`config.mk`:
```
export PLATFORM = sky130hd
export DESIGN_NAME = swipe_tracker_flat
export DESIGN_NICKNAME = d
export VERILOG_FILES = /design/src/rtl/swipe_tracker_if.sv /design/src/rtl/swipe_tracker.sv /design/src/flat_wrapper.sv
export SDC_FILE = /design/constraint.sdc
export NUM_CORES = 1
export LEC_CHECK = 0
export BUFFER_PORTS_ARGS = -buffer_cell sky130_fd_sc_hd__buf_4
export CORE_UTILIZATION = 40
export DETAILED_ROUTE_END_ITERATION = 12
export PLACE_DENSITY_LB_ADDON = 0.2
export SLEW_MARGIN = 20
export SYNTH_ARGS = -nofsm -noshare
export SYNTH_HDL_FRONTEND = slang
export SYNTH_SLANG_ARGS = --single-unit
export TNS_END_PERCENT = 1
```
`constraint.sdc`:
```
create_clock -name clk_in -period 10.86 [get_ports clk_in]
set_clock_uncertainty 0.1 [all_clocks]
set_input_delay 1.086 -clock clk_in [delete_from_list [all_inputs] [get_ports clk_in]]
set_output_delay 1.086 -clock clk_in [all_outputs]
set_load 0.02 [all_outputs]
```
`src/rtl/swipe_tracker_if.sv`:
```
// Bundle of centroid input, history read port and tracker outputs for swipe_tracker.
// master: the producer/consumer around the tracker; slave: the tracker itself.
interface swipe_tracker_if #(
    parameter int HIST_DEPTH = 8
) ();
    localparam int IDX_W = $clog2(HIST_DEPTH);

    logic [10:0]       x_in;
    logic [9:0]        y_in;
    logic              valid_in;
    logic              frame_in;
    logic [IDX_W-1:0]  hist_idx_in;

    logic [10:0]        x_out;
    logic [9:0]         y_out;
    logic signed [11:0] dx_out;
    logic signed [10:0] dy_out;
    logic [11:0]        speed_out;
    logic               tracking_out;
    logic               swipe_out;
    logic               swipe_start_out;
    logic [10:0]        hist_x_out;
    logic [9:0]         hist_y_out;
    logic               hist_valid_out;

    modport master (
        output x_in, y_in, valid_in, frame_in, hist_idx_in,
        input  x_out, y_out, dx_out, dy_out, speed_out, tracking_out,
               swipe_out, swipe_start_out, hist_x_out, hist_y_out, hist_valid_out
    );

    modport slave (
        input  x_in, y_in, valid_in, frame_in, hist_idx_in,
        output x_out, y_out, dx_out, dy_out, speed_out, tracking_out,
               swipe_out, swipe_start_out, hist_x_out, hist_y_out, hist_valid_out
    );
endinterface

```
`src/rtl/swipe_tracker.sv`:
```
// Blade tracker: consumes one centroid per frame, keeps a ring history for the
// trail, computes per-frame velocity and classifies idle/acquire/track/swipe.
// Optional build macro SWIPE_SMOOTH_EN: x/y_out become a 1/2-weight EMA of the
// raw points; velocity, history and state always use raw points.
//
// state    | meaning
// ---------+-----------------------------------------------------------
// IDLE     | no track; history empty
// ACQUIRE  | first point of a new track captured, no velocity yet
// TRACKING | track alive, last step below SPEED_THRESH
// SWIPING  | track alive, last step at or above SPEED_THRESH
module swipe_tracker #(
    parameter int HIST_DEPTH   = 8,
    parameter int SPEED_THRESH = 40,
    parameter int LOST_FRAMES  = 4
) (
    input logic            clk_in,
    input logic            rst_in,
    swipe_tracker_if.slave bus
);
    localparam int PTR_W  = $clog2(HIST_DEPTH);
    localparam int CNT_W  = PTR_W + 1;
    localparam int MISS_W = $clog2(LOST_FRAMES + 1);

    typedef enum logic [1:0] {S_IDLE, S_ACQUIRE, S_TRACKING, S_SWIPING} state_t;

    state_t state, state_nxt;

    logic [10:0]        mem_x [HIST_DEPTH];
    logic [9:0]         mem_y [HIST_DEPTH];
    logic [PTR_W-1:0]   wr_ptr;
    logic [PTR_W-1:0]   rd_addr;
    logic [CNT_W-1:0]   hist_cnt;
    logic [MISS_W-1:0]  miss_cnt;
    logic               win_flag;
    logic [10:0]        prev_x;
    logic [9:0]         prev_y;

    logic signed [11:0] dx_calc;
    logic signed [10:0] dy_calc;
    logic [11:0]        abs_dx;
    logic [10:0]        abs_dy;
    logic [11:0]        speed_calc;
    logic               frame_hit;
    logic               track_lost;
    logic               swipe_start_nxt;

    assign dx_calc    = $signed({1'b0, bus.x_in}) - $signed({1'b0, prev_x});
    assign dy_calc    = $signed({1'b0, bus.y_in}) - $signed({1'b0, prev_y});
    assign abs_dx     = dx_calc[11] ? -dx_calc : dx_calc;
    assign abs_dy     = dy_calc[10] ? -dy_calc : dy_calc;
    assign speed_calc = abs_dx + {1'b0, abs_dy};

    // A point arriving on the closing strobe still belongs to the window being closed.
    assign frame_hit  = win_flag | bus.valid_in;
    assign track_lost = bus.frame_in && !frame_hit && (state != S_IDLE) &&
                        (miss_cnt == MISS_W'(LOST_FRAMES - 1));

    // Newest entry sits one behind the write pointer; the subtraction wraps the ring.
    assign rd_addr = wr_ptr - PTR_W'(1) - bus.hist_idx_in;

`ifdef SWIPE_SMOOTH_EN
    logic signed [11:0] ema_dx;
    logic signed [10:0] ema_dy;
    logic [10:0]        ema_x;
    logic [9:0]         ema_y;

    assign ema_dx = $signed({1'b0, bus.x_in}) - $signed({1'b0, bus.x_out});
    assign ema_dy = $signed({1'b0, bus.y_in}) - $signed({1'b0, bus.y_out});
    assign ema_x  = 11'($signed({1'b0, bus.x_out}) + (ema_dx >>> 1));
    assign ema_y  = 10'($signed({1'b0, bus.y_out}) + (ema_dy >>> 1));
`endif

    // State register.
    always_ff @(posedge clk_in) begin
        if (rst_in) state <= S_IDLE;
        else        state <= state_nxt;
    end

    // Next-state decode and swipe-entry pulse.
    always_comb begin
        state_nxt       = state;
        swipe_start_nxt = 1'b0;
        if (track_lost) begin
            state_nxt = S_IDLE;
        end else if (bus.valid_in) begin
            if (state == S_IDLE) begin
                state_nxt = S_ACQUIRE;
            end else if (speed_calc >= 12'(SPEED_THRESH)) begin
                state_nxt       = S_SWIPING;
                swipe_start_nxt = (state != S_SWIPING);
            end else begin
                state_nxt = S_TRACKING;
            end
        end
    end

    // Ring storage; contents need no reset because reads are gated by hist_cnt.
    always_ff @(posedge clk_in) begin
        if (!rst_in && bus.valid_in) begin
            mem_x[wr_ptr] <= bus.x_in;
            mem_y[wr_ptr] <= bus.y_in;
        end
    end

    // Track datapath, frame-window miss counting and registered outputs.
    always_ff @(posedge clk_in) begin
        if (rst_in) begin
            wr_ptr              <= '0;
            hist_cnt            <= '0;
            miss_cnt            <= '0;
            win_flag            <= 1'b0;
            prev_x              <= '0;
            prev_y              <= '0;
            bus.x_out           <= '0;
            bus.y_out           <= '0;
            bus.dx_out          <= '0;
            bus.dy_out          <= '0;
            bus.speed_out       <= '0;
            bus.tracking_out    <= 1'b0;
            bus.swipe_out       <= 1'b0;
            bus.swipe_start_out <= 1'b0;
            bus.hist_x_out      <= '0;
            bus.hist_y_out      <= '0;
            bus.hist_valid_out  <= 1'b0;
        end else begin
            bus.swipe_start_out <= swipe_start_nxt;
            bus.tracking_out    <= (state_nxt == S_TRACKING) || (state_nxt == S_SWIPING);
            bus.swipe_out       <= (state_nxt == S_SWIPING);

            if (bus.frame_in) begin
                win_flag <= 1'b0;
                if (frame_hit || track_lost) miss_cnt <= '0;
                else if (state != S_IDLE)    miss_cnt <= miss_cnt + MISS_W'(1);
            end else if (bus.valid_in) begin
                win_flag <= 1'b1;
            end

            if (track_lost) begin
                hist_cnt      <= '0;
                bus.dx_out    <= '0;
                bus.dy_out    <= '0;
                bus.speed_out <= '0;
            end else if (bus.valid_in) begin
                prev_x <= bus.x_in;
                prev_y <= bus.y_in;
                wr_ptr <= wr_ptr + PTR_W'(1);
                if (state == S_IDLE) begin
                    hist_cnt      <= CNT_W'(1);
                    bus.dx_out    <= '0;
                    bus.dy_out    <= '0;
                    bus.speed_out <= '0;
                end else begin
                    bus.dx_out    <= dx_calc;
                    bus.dy_out    <= dy_calc;
                    bus.speed_out <= speed_calc;
                    if (hist_cnt != CNT_W'(HIST_DEPTH)) hist_cnt <= hist_cnt + CNT_W'(1);
                end
`ifdef SWIPE_SMOOTH_EN
                if (state == S_IDLE) begin
                    bus.x_out <= bus.x_in;
                    bus.y_out <= bus.y_in;
                end else begin
                    bus.x_out <= ema_x;
                    bus.y_out <= ema_y;
                end
`else
                bus.x_out <= bus.x_in;
                bus.y_out <= bus.y_in;
`endif
            end

            if ({1'b0, bus.hist_idx_in} < hist_cnt) begin
                bus.hist_valid_out <= 1'b1;
                bus.hist_x_out     <= mem_x[rd_addr];
                bus.hist_y_out     <= mem_y[rd_addr];
            end else begin
                bus.hist_valid_out <= 1'b0;
                bus.hist_x_out     <= '0;
                bus.hist_y_out     <= '0;
            end
        end
    end
endmodule

```
`src/flat_wrapper.sv`:
```
// flat-port wrapper written by rule: the top's interface ports become plain ports
module swipe_tracker_flat 
#(
    parameter int HIST_DEPTH   = 8,
    parameter int SPEED_THRESH = 40,
    parameter int LOST_FRAMES  = 4
)
  (clk_in, rst_in, bus_x_in, bus_y_in, bus_valid_in, bus_frame_in, bus_hist_idx_in, bus_x_out, bus_y_out, bus_dx_out, bus_dy_out, bus_speed_out, bus_tracking_out, bus_swipe_out, bus_swipe_start_out, bus_hist_x_out, bus_hist_y_out, bus_hist_valid_out);
  swipe_tracker_if #(.HIST_DEPTH(HIST_DEPTH)) bus_i ();
  input logic clk_in;
  input logic rst_in;
  input wire logic [$bits(bus_i.x_in)-1:0] bus_x_in;
  input wire logic [$bits(bus_i.y_in)-1:0] bus_y_in;
  input wire logic [$bits(bus_i.valid_in)-1:0] bus_valid_in;
  input wire logic [$bits(bus_i.frame_in)-1:0] bus_frame_in;
  input wire logic [$bits(bus_i.hist_idx_in)-1:0] bus_hist_idx_in;
  output wire logic [$bits(bus_i.x_out)-1:0] bus_x_out;
  output wire logic [$bits(bus_i.y_out)-1:0] bus_y_out;
  output wire logic [$bits(bus_i.dx_out)-1:0] bus_dx_out;
  output wire logic [$bits(bus_i.dy_out)-1:0] bus_dy_out;
  output wire logic [$bits(bus_i.speed_out)-1:0] bus_speed_out;
  output wire logic [$bits(bus_i.tracking_out)-1:0] bus_tracking_out;
  output wire logic [$bits(bus_i.swipe_out)-1:0] bus_swipe_out;
  output wire logic [$bits(bus_i.swipe_start_out)-1:0] bus_swipe_start_out;
  output wire logic [$bits(bus_i.hist_x_out)-1:0] bus_hist_x_out;
  output wire logic [$bits(bus_i.hist_y_out)-1:0] bus_hist_y_out;
  output wire logic [$bits(bus_i.hist_valid_out)-1:0] bus_hist_valid_out;
  assign bus_i.x_in = bus_x_in;
  assign bus_i.y_in = bus_y_in;
  assign bus_i.valid_in = bus_valid_in;
  assign bus_i.frame_in = bus_frame_in;
  assign bus_i.hist_idx_in = bus_hist_idx_in;
  assign bus_x_out = bus_i.x_out;
  assign bus_y_out = bus_i.y_out;
  assign bus_dx_out = bus_i.dx_out;
  assign bus_dy_out = bus_i.dy_out;
  assign bus_speed_out = bus_i.speed_out;
  assign bus_tracking_out = bus_i.tracking_out;
  assign bus_swipe_out = bus_i.swipe_out;
  assign bus_swipe_start_out = bus_i.swipe_start_out;
  assign bus_hist_x_out = bus_i.hist_x_out;
  assign bus_hist_y_out = bus_i.hist_y_out;
  assign bus_hist_valid_out = bus_i.hist_valid_out;
  swipe_tracker #(.HIST_DEPTH(HIST_DEPTH), .SPEED_THRESH(SPEED_THRESH), .LOST_FRAMES(LOST_FRAMES)) u_core (.clk_in(clk_in), .rst_in(rst_in), .bus(bus_i));
endmodule
```
==> flow_metrics.tcl <==
set metrics [dict create \
    status "complete, no violations" \
    dr.pass1.iters 4 \
    crit_fanout 11 \
    portBuffers 108 \
    synth_common_cells "edfxtp_1 (168), dfxtp_1 (94), nor2_1 (77), nand2_1 (70), a21oi_1 (50)" \
    placeableCoreArea_mm2 0.0279 \
    internal-power_uw 1940 \
    synth_top_area_share 0.444 \
    route.met3.wl_um 1340 \
    drcViolationCount 0 \
    dieArea_mm2 0.0291 \
    yosysSeqAreaShare 0.609 \
    worstPathArrival_ps 5570 \
    fin_total_pwr_uw 2690 \
    h-tree-depth 1 \
    routed_via_density 5.18 \
    globalplace.congestion 0.849 \
    start_util 0.408 \
    vias 7061 \
    postCtsSetupRepairBufs 0 \
    peakVddDrop_mv 0.131 \
    finalNonFillerCells 1362 \
    yosysMostFrequentCell "edfxtp_1" \
    synth_nets 918 \
    power_frac_clock 0.367 \
    grt_pass1_wl_um 40400 \
    cts_num_sinks 262 \
    drive_gt1_frac 0.247 \
    synth_compound_area_frac 0.0953 \
    hp-class "reg -> reg" \
    worst_pin_slew_ps 865 \
    postRouteAntennaNets 0 \
    async_reset_ff_frac 0 \
    hold_viol_final 0 \
    die_height_um 171 \
    nets 1035 \
    tns_ps 0 \
    gr-total-overflow 0 \
    clk_pin_slew_worst_paths_ps 60 \
    power_frac_comb 0.218 \
    switching_share 0.279 \
    grt_usage 0.182 \
    cts-resized-gates 0 \
    ios 109 \
    fillerInstances 2500 \
    period_minus_slack_ps 5250 \
    avgSynthCellArea_um2 13.5 \
    synth_mux_area_frac 0.105 \
    synth_seq_cells 262 \
    ys_warn_count 0 \
    synth_adder_area_share 0.0533 \
    dieWidth_um 171 \
    start_kind "input port" \
    max_freq_mhz 190 \
    drt_iter0_drc 346 \
    yosysUniqueCellTypes 66 \
    clk_latency_ps 540 \
    placed_cells 1309 \
    power_leakage_uw 0.00514 \
    drv_slew 0 \
    synth-xor-area-share 0.0324 \
    synth-main-ff-cell "edfxtp_1" \
    postRouteWirelength_um 25800 \
    rrSetupSlack_ps 5990 \
    required_ps 11170 \
    seqPwrFrac 0.415 \
    yosys.area.top_type "edfxtp_1" \
    synth_top_family_by_area "multiplexers" \
    grt_max_degree 43 \
    ys_top_cells_by_area "edfxtp_1 (44%), dfxtp_1 (17%), mux4_2 (8.3%)" \
    fin_crit_sh 0.484 \
    synthSimpleGateAreaFrac 0.0780 \
    cts_root_buffer "clkbuf_16" \
    netlist_instances 844 \
    relSlewSlack 0.424 \
    synthesis.area_mm2 0.0114 \
    antenna_found_initial 1 \
    synth_edf_count 168 \
    setup-violations-final 0 \
    utilization 0.490 \
    dp_hpwl_um 16700 \
    first_global_vias 7111 \
    criticalPathCategory "in -> reg" \
    highest_layer "met4" \
    cts_made_buffers 28 \
    met2_length_um 12100 \
    rsz0062_at_grt "no" \
    maxCapViolCount 0 \
    ctsHoldBuffers 0 \
    cts_tree "done" \
    areaGrowthSynthToFinish_pct 20.1 \
    clockBufferDepth 3 \
    power_density_mw_per_mm2 197 \
    endpoint_kind "register" \
    power.switching_uw 751 \
    wl_per_cell_um 18.9 \
    wirelength_met1_um 11900 \
    rows 61 \
]
-- path summary, 6_finish.rpt --
path,cells after the start,start,to
worst min register to register,2,u_core.bus.dx_out[1],u_core.bus.dx_out[1]
worst min-delay path,2,u_core.bus.dx_out[1],u_core.bus.dx_out[1]
worst max-delay path,21,bus_y_in[0],u_core.state[0]
worst max register to register,19,u_core.bus.y_out[0],u_core.state[0]
-- cells by family (layout without fill, tap and decap cells) --
logic type | after synthesis | count (layout)
flip-flops | 262 | 262
XOR/XNOR | 42 | 42
buffers and inverters | 78 | 217
adder cells (fa/ha/maj) | 46 | 46
multiplexers | 66 | 66
AO/OA/AOI/OAI | 155 | 155
other | 0 | 1
AND/OR/NAND/NOR | 195 | 195
-- critical path, stage by stage --
cell       delay, ps
buf_4            160
inv_1             60
ha_1             180
inv_1             70
fa_1             200
a21oi_1           80
o21ai_0          220
nand2_1           90
a211o_1          290
o21bai_1         130
a21o_1           330
nor2_1           100
xor2_1           150
ha_1             360
a2111oi_0        490
o21ai_0          180
a31oi_1          290
xnor2_1          140
a2111o_1         390
a2111oi_4        410
a211oi_1         130
-- layer usage --
metal | global-route usage | up-vias
met5 | 0 | -
met4 | 0.0407 | 0
met3 | 0.0278 | 31
met2 | 0.302 | 172
met1 | 0.251 | 3494
li1 | - | 3364
-- power by group through the flow --
stage               logic, µW  clock network (µW)  registers (µW)
CTS                       590                1010            1120
finish                    585                 988            1120
global route              643                1050            1120
detailed placement        584                   0            1140
global placement          583                   0            1140
floorplan                 390                   0            1170
-- registers in the layout (all words and copies together), names as in the netlist --
name,count
u_core.bus.y_out,10
u_core.hist_cnt,4
u_core.bus.hist_x_out,11
u_core.mem_y,80
u_core.win_flag,1
u_core.bus.dy_out,11
u_core.bus.tracking_out,1
u_core.state,2
u_core.bus.speed_out,12
u_core.miss_cnt,3
u_core.mem_x,88
u_core.bus.swipe_out,1
u_core.bus.x_out,11
u_core.bus.hist_valid_out,1
u_core.bus.dx_out,12
u_core.bus.swipe_start_out,1
u_core.bus.hist_y_out,10
u_core.wr_ptr,3
-- final cells by class --
class                           count  area (µm²)  area share
Sequential cell                   262        6930       0.507
Multi-Input combinational cell    504        4210       0.308
Timing Repair Buffer              120         901      0.0660
Clock buffer                       41         865      0.0633
Tap cell                          378         473      0.0346
Inverter                           45         169      0.0124
Clock inverter                     11         113     0.00825
Antenna cell                        1        2.50    0.000183
-- cells in the final DEF (no fill, tap or decap), types with 5 or more instances in the layout --
cell type and n:
a21oi_1 50, xnor2_1 23, a21o_1 5, clkbuf_8 5, ha_1 41, buf_4 120
dfxtp_1 94, xor2_1 18, nor3_1 10, a22o_1 18, nor2_1 70, nand2_1 70
edfxtp_1 168, mux2i_1 22, a31oi_1 5, mux4_2 42, o21ai_0 33, clkbuf_16 31
nand2b_1 5, inv_1 45
-- metrics by stage --
step / instance area (µm²) / setup WS [ps] / hold slack, ps
2_1_floorplan: 11400 / 5640 / 352
3_3_place_gp: 12700 / 5160 / 340
3_5_place_dp: 12700 / 5020 / 350
4_1_cts: 13700 / 5600 / 369
5_1_grt: 13700 / 5260 / 401
6_report: 13700 / 5610 / 371
Note: power is estimated with default switching activity, not from simulation.
